File: src/rtl/ghost_position_update.sv
// Ghost position registers, pen release sequence and pacman contact detection.
// Latency: every output is registered and changes on the edge after an effective move tick or a contact.
// Backpressure: none; pause freezes all state and drops move_tick pulses rather than queuing them.
module ghost_position_update #(
    parameter int START_X       = 320,
    parameter int START_Y       = 240,
    parameter int EXIT_Y        = 208,
    parameter int TILE_LOG2     = 4,
    parameter int X_MIN         = 0,
    parameter int X_MAX         = 624,
    parameter int RELEASE_TICKS = 120,
    parameter int HIT_DIST      = 8
) (
    input  logic        clk,
    input  logic        rst,
    input  logic        move_tick,
    input  logic        pause,
    input  logic [3:0]  move_direction,
    input  logic [10:0] pacman_pos_x,
    input  logic [9:0]  pacman_pos_y,
    output logic [10:0] ghost_pos_x,
    output logic [9:0]  ghost_pos_y,
    output logic [3:0]  curr_direction,
    output logic        ghost_active,
    output logic        caught
);

    localparam logic [3:0] DIR_NONE  = 4'b0000;
    localparam logic [3:0] DIR_RIGHT = 4'b0001;
    localparam logic [3:0] DIR_UP    = 4'b0010;
    localparam logic [3:0] DIR_DOWN  = 4'b0100;
    localparam logic [3:0] DIR_LEFT  = 4'b1000;

    localparam int CNT_W = (RELEASE_TICKS > 1) ? $clog2(RELEASE_TICKS) : 1;

    localparam logic [CNT_W-1:0] CNT_LAST  = CNT_W'(RELEASE_TICKS - 1);
    localparam logic [10:0]      START_XV  = 11'(START_X);
    localparam logic [9:0]       START_YV  = 10'(START_Y);
    localparam logic [9:0]       EXIT_YV   = 10'(EXIT_Y);
    localparam logic [10:0]      X_MINV    = 11'(X_MIN);
    localparam logic [10:0]      X_MAXV    = 11'(X_MAX);
    localparam logic [10:0]      HIT_XV    = 11'(HIT_DIST);
    localparam logic [9:0]       HIT_YV    = 10'(HIT_DIST);

    typedef enum logic [1:0] {
        HOME_WAIT = 2'd0,
        EXIT_PEN  = 2'd1,
        ROAM      = 2'd2
    } state_t;

    state_t           state_q, state_d;
    logic [10:0]      x_q, x_d;
    logic [9:0]       y_q, y_d;
    logic [3:0]       dir_q, dir_d;
    logic [CNT_W-1:0] cnt_q, cnt_d;
    logic             active_q, active_d;
    logic             caught_q, caught_d;

    logic        tick_en;
    logic        aligned;
    logic        md_onehot;
    logic [3:0]  new_dir;
    logic [10:0] dx;
    logic [9:0]  dy;
    logic        hit;
    logic [9:0]  y_dec;

    assign tick_en   = move_tick & ~pause;
    assign aligned   = ~|x_q[TILE_LOG2-1:0] & ~|y_q[TILE_LOG2-1:0];
    assign md_onehot = (move_direction != DIR_NONE) &&
                       ((move_direction & (move_direction - 4'd1)) == DIR_NONE);
    // Direction may only change on a tile boundary; between tiles the ghost coasts.
    assign new_dir   = aligned ? (md_onehot ? move_direction : DIR_NONE) : dir_q;
    assign dx        = (x_q >= pacman_pos_x) ? (x_q - pacman_pos_x) : (pacman_pos_x - x_q);
    assign dy        = (y_q >= pacman_pos_y) ? (y_q - pacman_pos_y) : (pacman_pos_y - y_q);
    assign hit       = ~pause && (dx < HIT_XV) && (dy < HIT_YV);
    assign y_dec     = y_q - 10'd1;

    always_comb begin
        state_d  = state_q;
        x_d      = x_q;
        y_d      = y_q;
        dir_d    = dir_q;
        cnt_d    = cnt_q;
        active_d = active_q;
        caught_d = 1'b0;

        case (state_q)
            HOME_WAIT: begin
                if (tick_en) begin
                    if (cnt_q == CNT_LAST) begin
                        cnt_d   = '0;
                        state_d = EXIT_PEN;
                        dir_d   = DIR_UP;
                    end else begin
                        cnt_d = cnt_q + CNT_W'(1);
                    end
                end
            end

            EXIT_PEN: begin
                if (tick_en) begin
                    y_d = y_dec;
                    if (y_dec == EXIT_YV) begin
                        state_d  = ROAM;
                        dir_d    = DIR_LEFT;
                        active_d = 1'b1;
                    end
                end
            end

            ROAM: begin
                // Contact wins over a step in the same cycle.
                if (hit) begin
                    caught_d = 1'b1;
                    x_d      = START_XV;
                    y_d      = START_YV;
                    dir_d    = DIR_NONE;
                    cnt_d    = '0;
                    active_d = 1'b0;
                    state_d  = HOME_WAIT;
                end else if (tick_en) begin
                    dir_d = new_dir;
                    case (new_dir)
                        DIR_RIGHT: x_d = (x_q == X_MAXV) ? X_MINV : x_q + 11'd1;
                        DIR_LEFT:  x_d = (x_q == X_MINV) ? X_MAXV : x_q - 11'd1;
                        DIR_UP:    y_d = y_dec;
                        DIR_DOWN:  y_d = y_q + 10'd1;
                        default:   ;
                    endcase
                end
            end

            default: begin
                state_d = HOME_WAIT;
            end
        endcase
    end

    always_ff @(posedge clk) begin
        if (rst) begin
            state_q  <= HOME_WAIT;
            x_q      <= START_XV;
            y_q      <= START_YV;
            dir_q    <= DIR_NONE;
            cnt_q    <= '0;
            active_q <= 1'b0;
            caught_q <= 1'b0;
        end else begin
            state_q  <= state_d;
            x_q      <= x_d;
            y_q      <= y_d;
            dir_q    <= dir_d;
            cnt_q    <= cnt_d;
            active_q <= active_d;
            caught_q <= caught_d;
        end
    end

    assign ghost_pos_x    = x_q;
    assign ghost_pos_y    = y_q;
    assign curr_direction = dir_q;
    assign ghost_active   = active_q;
    assign caught         = caught_q;

endmodule

File: config.mk
export PLATFORM = sky130hd
export DESIGN_NAME = ghost_position_update
export DESIGN_NICKNAME = d
export VERILOG_FILES = /design/src/rtl/ghost_position_update.sv
export SDC_FILE = /design/constraint.sdc
export NUM_CORES = 1
export LEC_CHECK = 0
export BUFFER_PORTS_ARGS = -buffer_cell sky130_fd_sc_hd__buf_2
export CAP_MARGIN = 15
export CORE_ASPECT_RATIO = 0.7
export CORE_MARGIN = 1
export CORE_UTILIZATION = 54
export DETAILED_ROUTE_END_ITERATION = 7
export HOLD_SLACK_MARGIN = 0.15
export PLACE_DENSITY = 0.79
export RECOVER_POWER = 50
export SYNTH_ARGS = -nofsm -noshare
export SYNTH_HDL_FRONTEND = slang
export SYNTH_SLANG_ARGS = --single-unit
File: constraint.sdc
create_clock -name clk -period 3 [get_ports clk]
set_input_delay 0.3 -clock clk [delete_from_list [all_inputs] [get_ports clk]]
set_output_delay 0.3 -clock clk [all_outputs]
set_load 0.05 [all_outputs]
# After elaboration in Yosys (flattened, before gate mapping)
# Cells that the tools add are included.
totals:
  output_inout_bits: 27
  reg_bits: 36
op_classes:
  muxes: 36
  n_lt_le_gt_ge: 4
  n_eq_ne: 16
  bitwise_logic: 5
  reduce_logical: 23
  add_sub_neg: 10
op_table:
  columns: ["operator", "n"]
  rows:
  - ["$mux 11", 5]
  - ["$mux 10", 4]
  - ["$pmux 10 s2", 2]
  - ["$mux 4", 8]
  - ["$pmux 11 s2", 1]
  - ["$sub 11x11->11", 2]
  - ["$mux 7", 3]
  - ["$sub 10x10->10", 2]
  - ["$pmux 7 s2", 1]
  - ["$pmux 4 s3", 1]
  - ["$add 11x1->11 const B", 1]
  - ["$eq 11x10->1 const B", 1]
  - ["$ge 11x11->1", 1]
  - ["$logic_not 11->1", 1]
  - ["$lt 11x4->1 const B", 1]
  - ["$sub 11x1->11 const B", 1]
  - ["$add 10x1->10 const B", 1]
  - ["$eq 10x8->1 const B", 1]
  - ["$ge 10x10->1", 1]
  - ["$lt 10x4->1 const B", 1]
  - ["$mux 2", 5]
  - ["$ne 2x2->1 const B", 5]
  - ["$sub 10x1->10 const B", 1]
  - ["$reduce_and 4->1", 2]
  - ["other kinds (29)", 42]

# Longest topological paths before layout
logic_depth:
  ltp_word: 11
  mapped_depth: 15

# Least setup slack after synthesis
# OpenSTA, ideal clock, no wires.
synth_path:
  path_kind: "register to register"
  start: "reg x_q[5] (netlist: ghost_pos_x[5])"
  end: "reg dir_q[1] (netlist: curr_direction[1])"
  setup_time_ps: 117
  stages_incl_launch_ff: 13
  required_ps: 2883
  path_slack_ps: -698
  arrival_ps: 3581
  path_buffers: 1
  cell_sequence: "dfxtp_1 ha_1 buf_2 a21oi_1 a21oi_1 or4_1 a221oi_1 nand4bb_1 o32a_1 or4_4 a31oi_2 nor2_1 a22o_1"
synth_between:
  elab_chain_len: 7
  elab_cells_between_ends: 11
  cone_classes: "2 x add/sub; 2 x order compare; 1 x eq/ne; 3 x mux; 3 x reduce/logical"
synth_lines:
  columns: ["item", "line_no", "rtl"]
  rows:
  - ["from (decl)", "52", "logic [10:0] x_q, x_d;"]
  - ["from (signal assigned)", "143", "x_q <= START_XV;"]
  - ["from (signal assigned)", "151", "x_q <= x_d;"]
  - ["$sub 11x11->11 or $ge 11x11->1 (tied branches)", "74", "assign dx = (x_q >= pacman_pos_x) ? (x_q - pacman_pos_x) : (pacman_pos_x - x_q);"]
  - ["$mux 11 *", "74", null]
  - ["$lt 11x4->1 *", "76", "assign hit = ~pause && (dx < HIT_XV) && (dy < HIT_YV);"]
  - ["$logic_and 1x1->1 * (2 in a row)", "76", null]
  - ["$ne 3x3->1 (no source line) or $mux 4 (tied branches)", null, null]
  - ["$reduce_and 6->1 (no source line) or $pmux 4 s3 (tied branches)", null, null]
  - ["to (signal assigned)", "153", "dir_q <= dir_d;"]
  - ["to (decl)", "54", "logic [3:0] dir_q, dir_d;"]
# Every way passes the cells marked *; elsewhere a longest branch is shown, timed or not.
# A chain may end at the register's enable or synchronous reset.

# Final worst setup path
layout_path:
  start: "reg x_q[4] (netlist: ghost_pos_x[4])"
  end: "reg y_q[0] (netlist: ghost_pos_y[0])"
layout_between:
  elab_chain_len: 7
  elab_cells_between_ends: 12
  cone_classes: "2 x add/sub; 2 x order compare; 2 x eq/ne; 3 x mux; 3 x reduce/logical"
layout_lines:
  columns: ["item", "line_no", "rtl"]
  rows:
  - ["$sub 11x11->11 or $ge 11x11->1 (tied branches)", "74", null]
  - ["$mux 11 *", "74", null]
  - ["$lt 11x4->1 *", "76", null]
  - ["$logic_and 1x1->1 * (2 in a row)", "76", null]
  - ["$ne 4x4->1 (no source line) (tied with other cells)", null, null]
  - ["$reduce_and 4->1 (no source line) or $pmux 10 s2 (tied branches)", null, null]
  - ["to (signal assigned)", "152", "y_q <= y_d;"]
  - ["to (decl)", "53", "logic [9:0] y_q, y_d;"]
# Marked as above.

==> results.py <==
metrics = {
    "cells_and_area": {
        "seq_area_um2": 792.0,
        "area_growth_pct": 59.37,
        "num-fill-cells": 331,
        "drive_above_1_share_pct": 45.70,
        "multiInputGateArea_um2": 4126,
        "finalNetCount": 917,
        "final_cell_count_no_fill": 942,
    },
    "die": {
        "die_y_um": 78.48,
        "std_cell_rows": 27,
        "die_w_um": 111.3,
        "ios": 56,
        "start_util_pct": 56.59,
        "core_area_um2": 7973,
        "fp.dieArea_um2": 8730,
    },
    "clocking": {
        "cts_buffers": 5,
        "htree_num_levels": 2,
        "holdBufCountCts": 0,
        "cts_root_buf": "clkbuf_16",
        "clockBufferDepth": 2,
        "cts_tree": "done",
        "clkSinkCount": 36,
        "cts.clk_slew.worst_paths_ns": 0.06,
        "insertion_delay_ns": 0.30,
    },
    "setup_path": {
        "startpoint_type": "register",
        "crit_required_ns": 3.14,
        "r2r-start": "ghost_pos_x[4]",
        "worst_r2r_path_depth": 14,
        "rrSetupSlack_ns": -0.90,
        "cp-end-kind": "register",
        "reg2reg_to": "ghost_pos_y[0]",
        "critPathKind": "reg -> reg",
        "cp_max_fo": 7,
        "crit_arrival_ns": 4.04,
    },
    "yosys": {
        "synth.area.top_cells": "dfxtp_1 (16%), ha_1 (14%), a21oi_1 (4.9%)",
        "seq_area_frac_synth_pct": 15.97,
        "syn_area_um2": 4512,
        "syn-num-nets": 686,
        "yosysMostFrequentCell": "ha_1",
        "postSynthAreaPerCell_um2": 7.445,
        "synth.distinct_cells": 84,
        "synth_seq_cells": 36,
        "synthCells": 606,
        "synth.top_cell.area_share_pct": 15.97,
        "synthFlopType": "dfxtp_1",
        "synth_commonest_cells": "ha_1 (51), inv_1 (47), a21oi_1 (44), nor2_1 (44), nand2_1 (41)",
        "postSynth.asyncResetShare_pct": 0,
        "synth_top_area_cell": "dfxtp_1",
        "ys_warn_count": 0,
        "synth_edf_count": 0,
    },
    "power": {
        "p_seq_share_pct": 14.6,
        "clkPwrFrac_pct": 13.3,
        "internal_power_mw": 2.458,
        "vdd_drop_max_mv": 0.7420,
        "powerDensity_nw_per_um2": 663.8,
        "sw_frac_of_total_pct": 48.50,
        "power.switching_mw": 2.315,
        "power_frac_comb_pct": 72.1,
        "p_leak_nw": 3.135,
    },
    "timing": {
        "worst-slew-pin-transition_ns": 0.8515,
        "fin_crit_ns": 3.904,
        "finalSetupTns_ns": -16.44,
        "finalHoldViolations": 0,
        "fin_crit_sh_pct": 130.1,
        "fmax_mhz": 256.2,
        "rsz0062_at_grt": "yes",
        "slew_headroom_pct": 43.23,
        "setup-violations-final": 36,
        "finClkSkew_ns": 0.004844,
        "hold_slack_ns": 0.4955,
        "worst_slack_ns": -0.9038,
        "slew_viol_final": 0,
    },
    "route": {
        "drc": 142,
        "via_count": 6969,
        "first_pass_iters": 8,
        "finalWirelength_um": 23880,
        "via_per_inst": 7.398,
        "routedWlPerCell_um": 25.35,
        "ant_nets": 0,
        "drt_iter0_drc": 1254,
    },
    "place": {
        "dp.cells": 909,
        "pre_cts_slack_ns": -0.4574,
        "finalWeightedCongestion": 1.036,
        "port_buffers": 55,
        "dpl.hpwl_um": 13230,
    },
    "grt": {
        "grt_use_total_pct": 43.81,
        "grt_pass1_vias": 5980,
        "antenna_found_initial": 3,
        "grt_max_degree": 24,
        "grt_pass1_wl_um": 30510,
        "overflow": 0,
    },
    "run_status": {
        "outcome": "finished with violations",
        "violations": "DRC, setup timing",
    },
    "worst_hold_path": {
        "hold_path.class": "reg -> reg",
        "worstHoldStart": "ghost_active",
        "whs_path_depth": 2,
        "whs_endpoint": "ghost_active",
    },
    "run": {
        "max-cap-violations": 0,
    },
}
[registers in the layout (all words and copies together) (netlist names)]
register and cells:
ghost_pos_x 11, ghost_pos_y 10, cnt_q 7, curr_direction 4
state_q 2, caught 1, ghost_active 1
[worst max-delay path by stage]
stage	start	to
detailed placement	pacman_pos_y[5]	curr_direction[1]
floorplan	ghost_pos_y[7]	curr_direction[1]
CTS	ghost_pos_x[7]	curr_direction[1]
global route	ghost_pos_x[6]	ghost_pos_y[0]
global placement	pacman_pos_y[5]	curr_direction[1]
finish	ghost_pos_x[4]	ghost_pos_y[0]
[through the flow]
step	instance area [µm²]	util, %	total power, mW
2_1_floorplan	4717	-	2.482
5_1_grt	7186	90.13	4.943
3_3_place_gp	6285	78.83	3.353
6_report	7191	90.19	4.773
4_1_cts	6924	86.85	4.265
3_5_place_dp	6285	78.83	3.441
[cell type report]
cell class,count,share of cell area [%]
clock inverters,3,0.5220
flip-flops and latches,36,11.01
clock buffers,5,1.740
inverters,49,2.558
repair buffers,252,24.92
well taps,101,1.757
multi-input cells,493,57.39
diodes,3,0.1044
[per-layer routing]
| metal | GRT usage, % | share of wire, % | wire length, µm | vias to the layer above |
|---|---|---|---|---|
| met5 | 0 | 0 | 0 | - |
| met4 | 17.57 | 9.3 | 2212 | 0 |
| met3 | 9.266 | 15 | 3678 | 308 |
| met2 | 71.19 | 40 | 9530 | 795 |
| met1 | 56.70 | 35 | 8461 | 3117 |
| li1 | - | - | - | 2749 |
[cells by family (layout without fill, tap and decap cells)]
group | count (synthesis) | count (layout) | synth area share, %
simple gates | 211 | 211 | 25.26
compound gates | 206 | 206 | 32.64
buf+inv | 77 | 309 | 6.739
fa+ha+maj | 51 | 51 | 14.14
flops | 36 | 36 | 15.97
xor+xnor | 17 | 17 | 3.300
mux | 8 | 8 | 1.941
other cells | 0 | 3 | 0
[power by group through the flow]
stage	clock [mW]	sequential (mW)	combinational, mW
6_report	0.636	0.696	3.44
2_1_floorplan	0	0.883	1.60
3_5_place_dp	0	0.669	2.77
4_1_cts	0.598	0.667	3.00
5_1_grt	0.642	0.693	3.61
3_3_place_gp	0	0.664	2.69
[critical path, stage by stage (launching register included)]
cell       delay, ns
dfxtp_4         0.40
inv_1           0.10
ha_1            0.22
a21oi_2         0.22
a21oi_2         0.10
or4_4           0.49
a221oi_2        0.22
nand4bb_1       0.15
o32a_1          0.21
buf_6           0.14
nor4_4          0.38
buf_6           0.21
o21ai_4         0.08
nand3b_1        0.31
o21ai_1         0.49
[layout by cell type, fill, tap and decap left out, types with 6 or more instances in the layout]
master and count:
clkbuf_1 6, o31ai_1 7, a31oi_1 10, dfxtp_4 18, nand2b_1 6, o21a_1 7
a21o_1 7, a21oi_1 33, nand3_1 20, and2_1 6, nor4_1 6, ha_2 8
nand4_1 7, a21oi_2 7, nor2_1 40, ha_4 14, buf_2 49, o211ai_1 7
a221o_1 6, a211oi_1 12, nand2_1 38, buf_6 12, o221ai_1 11, nor3_1 16
dfxtp_1 15, buf_4 185, xnor2_1 12, o21ai_0 20, ha_1 29, inv_1 43
a21oi_4 6, or2_2 7
[repair_timing]
action	in CTS	in global routing
buffers inserted	14	8
setup endpoints to repair	36	36
resized for setup	81	37
gates cloned	1	0
pin swaps	27	18
Power figures use the tool's default switching activity.
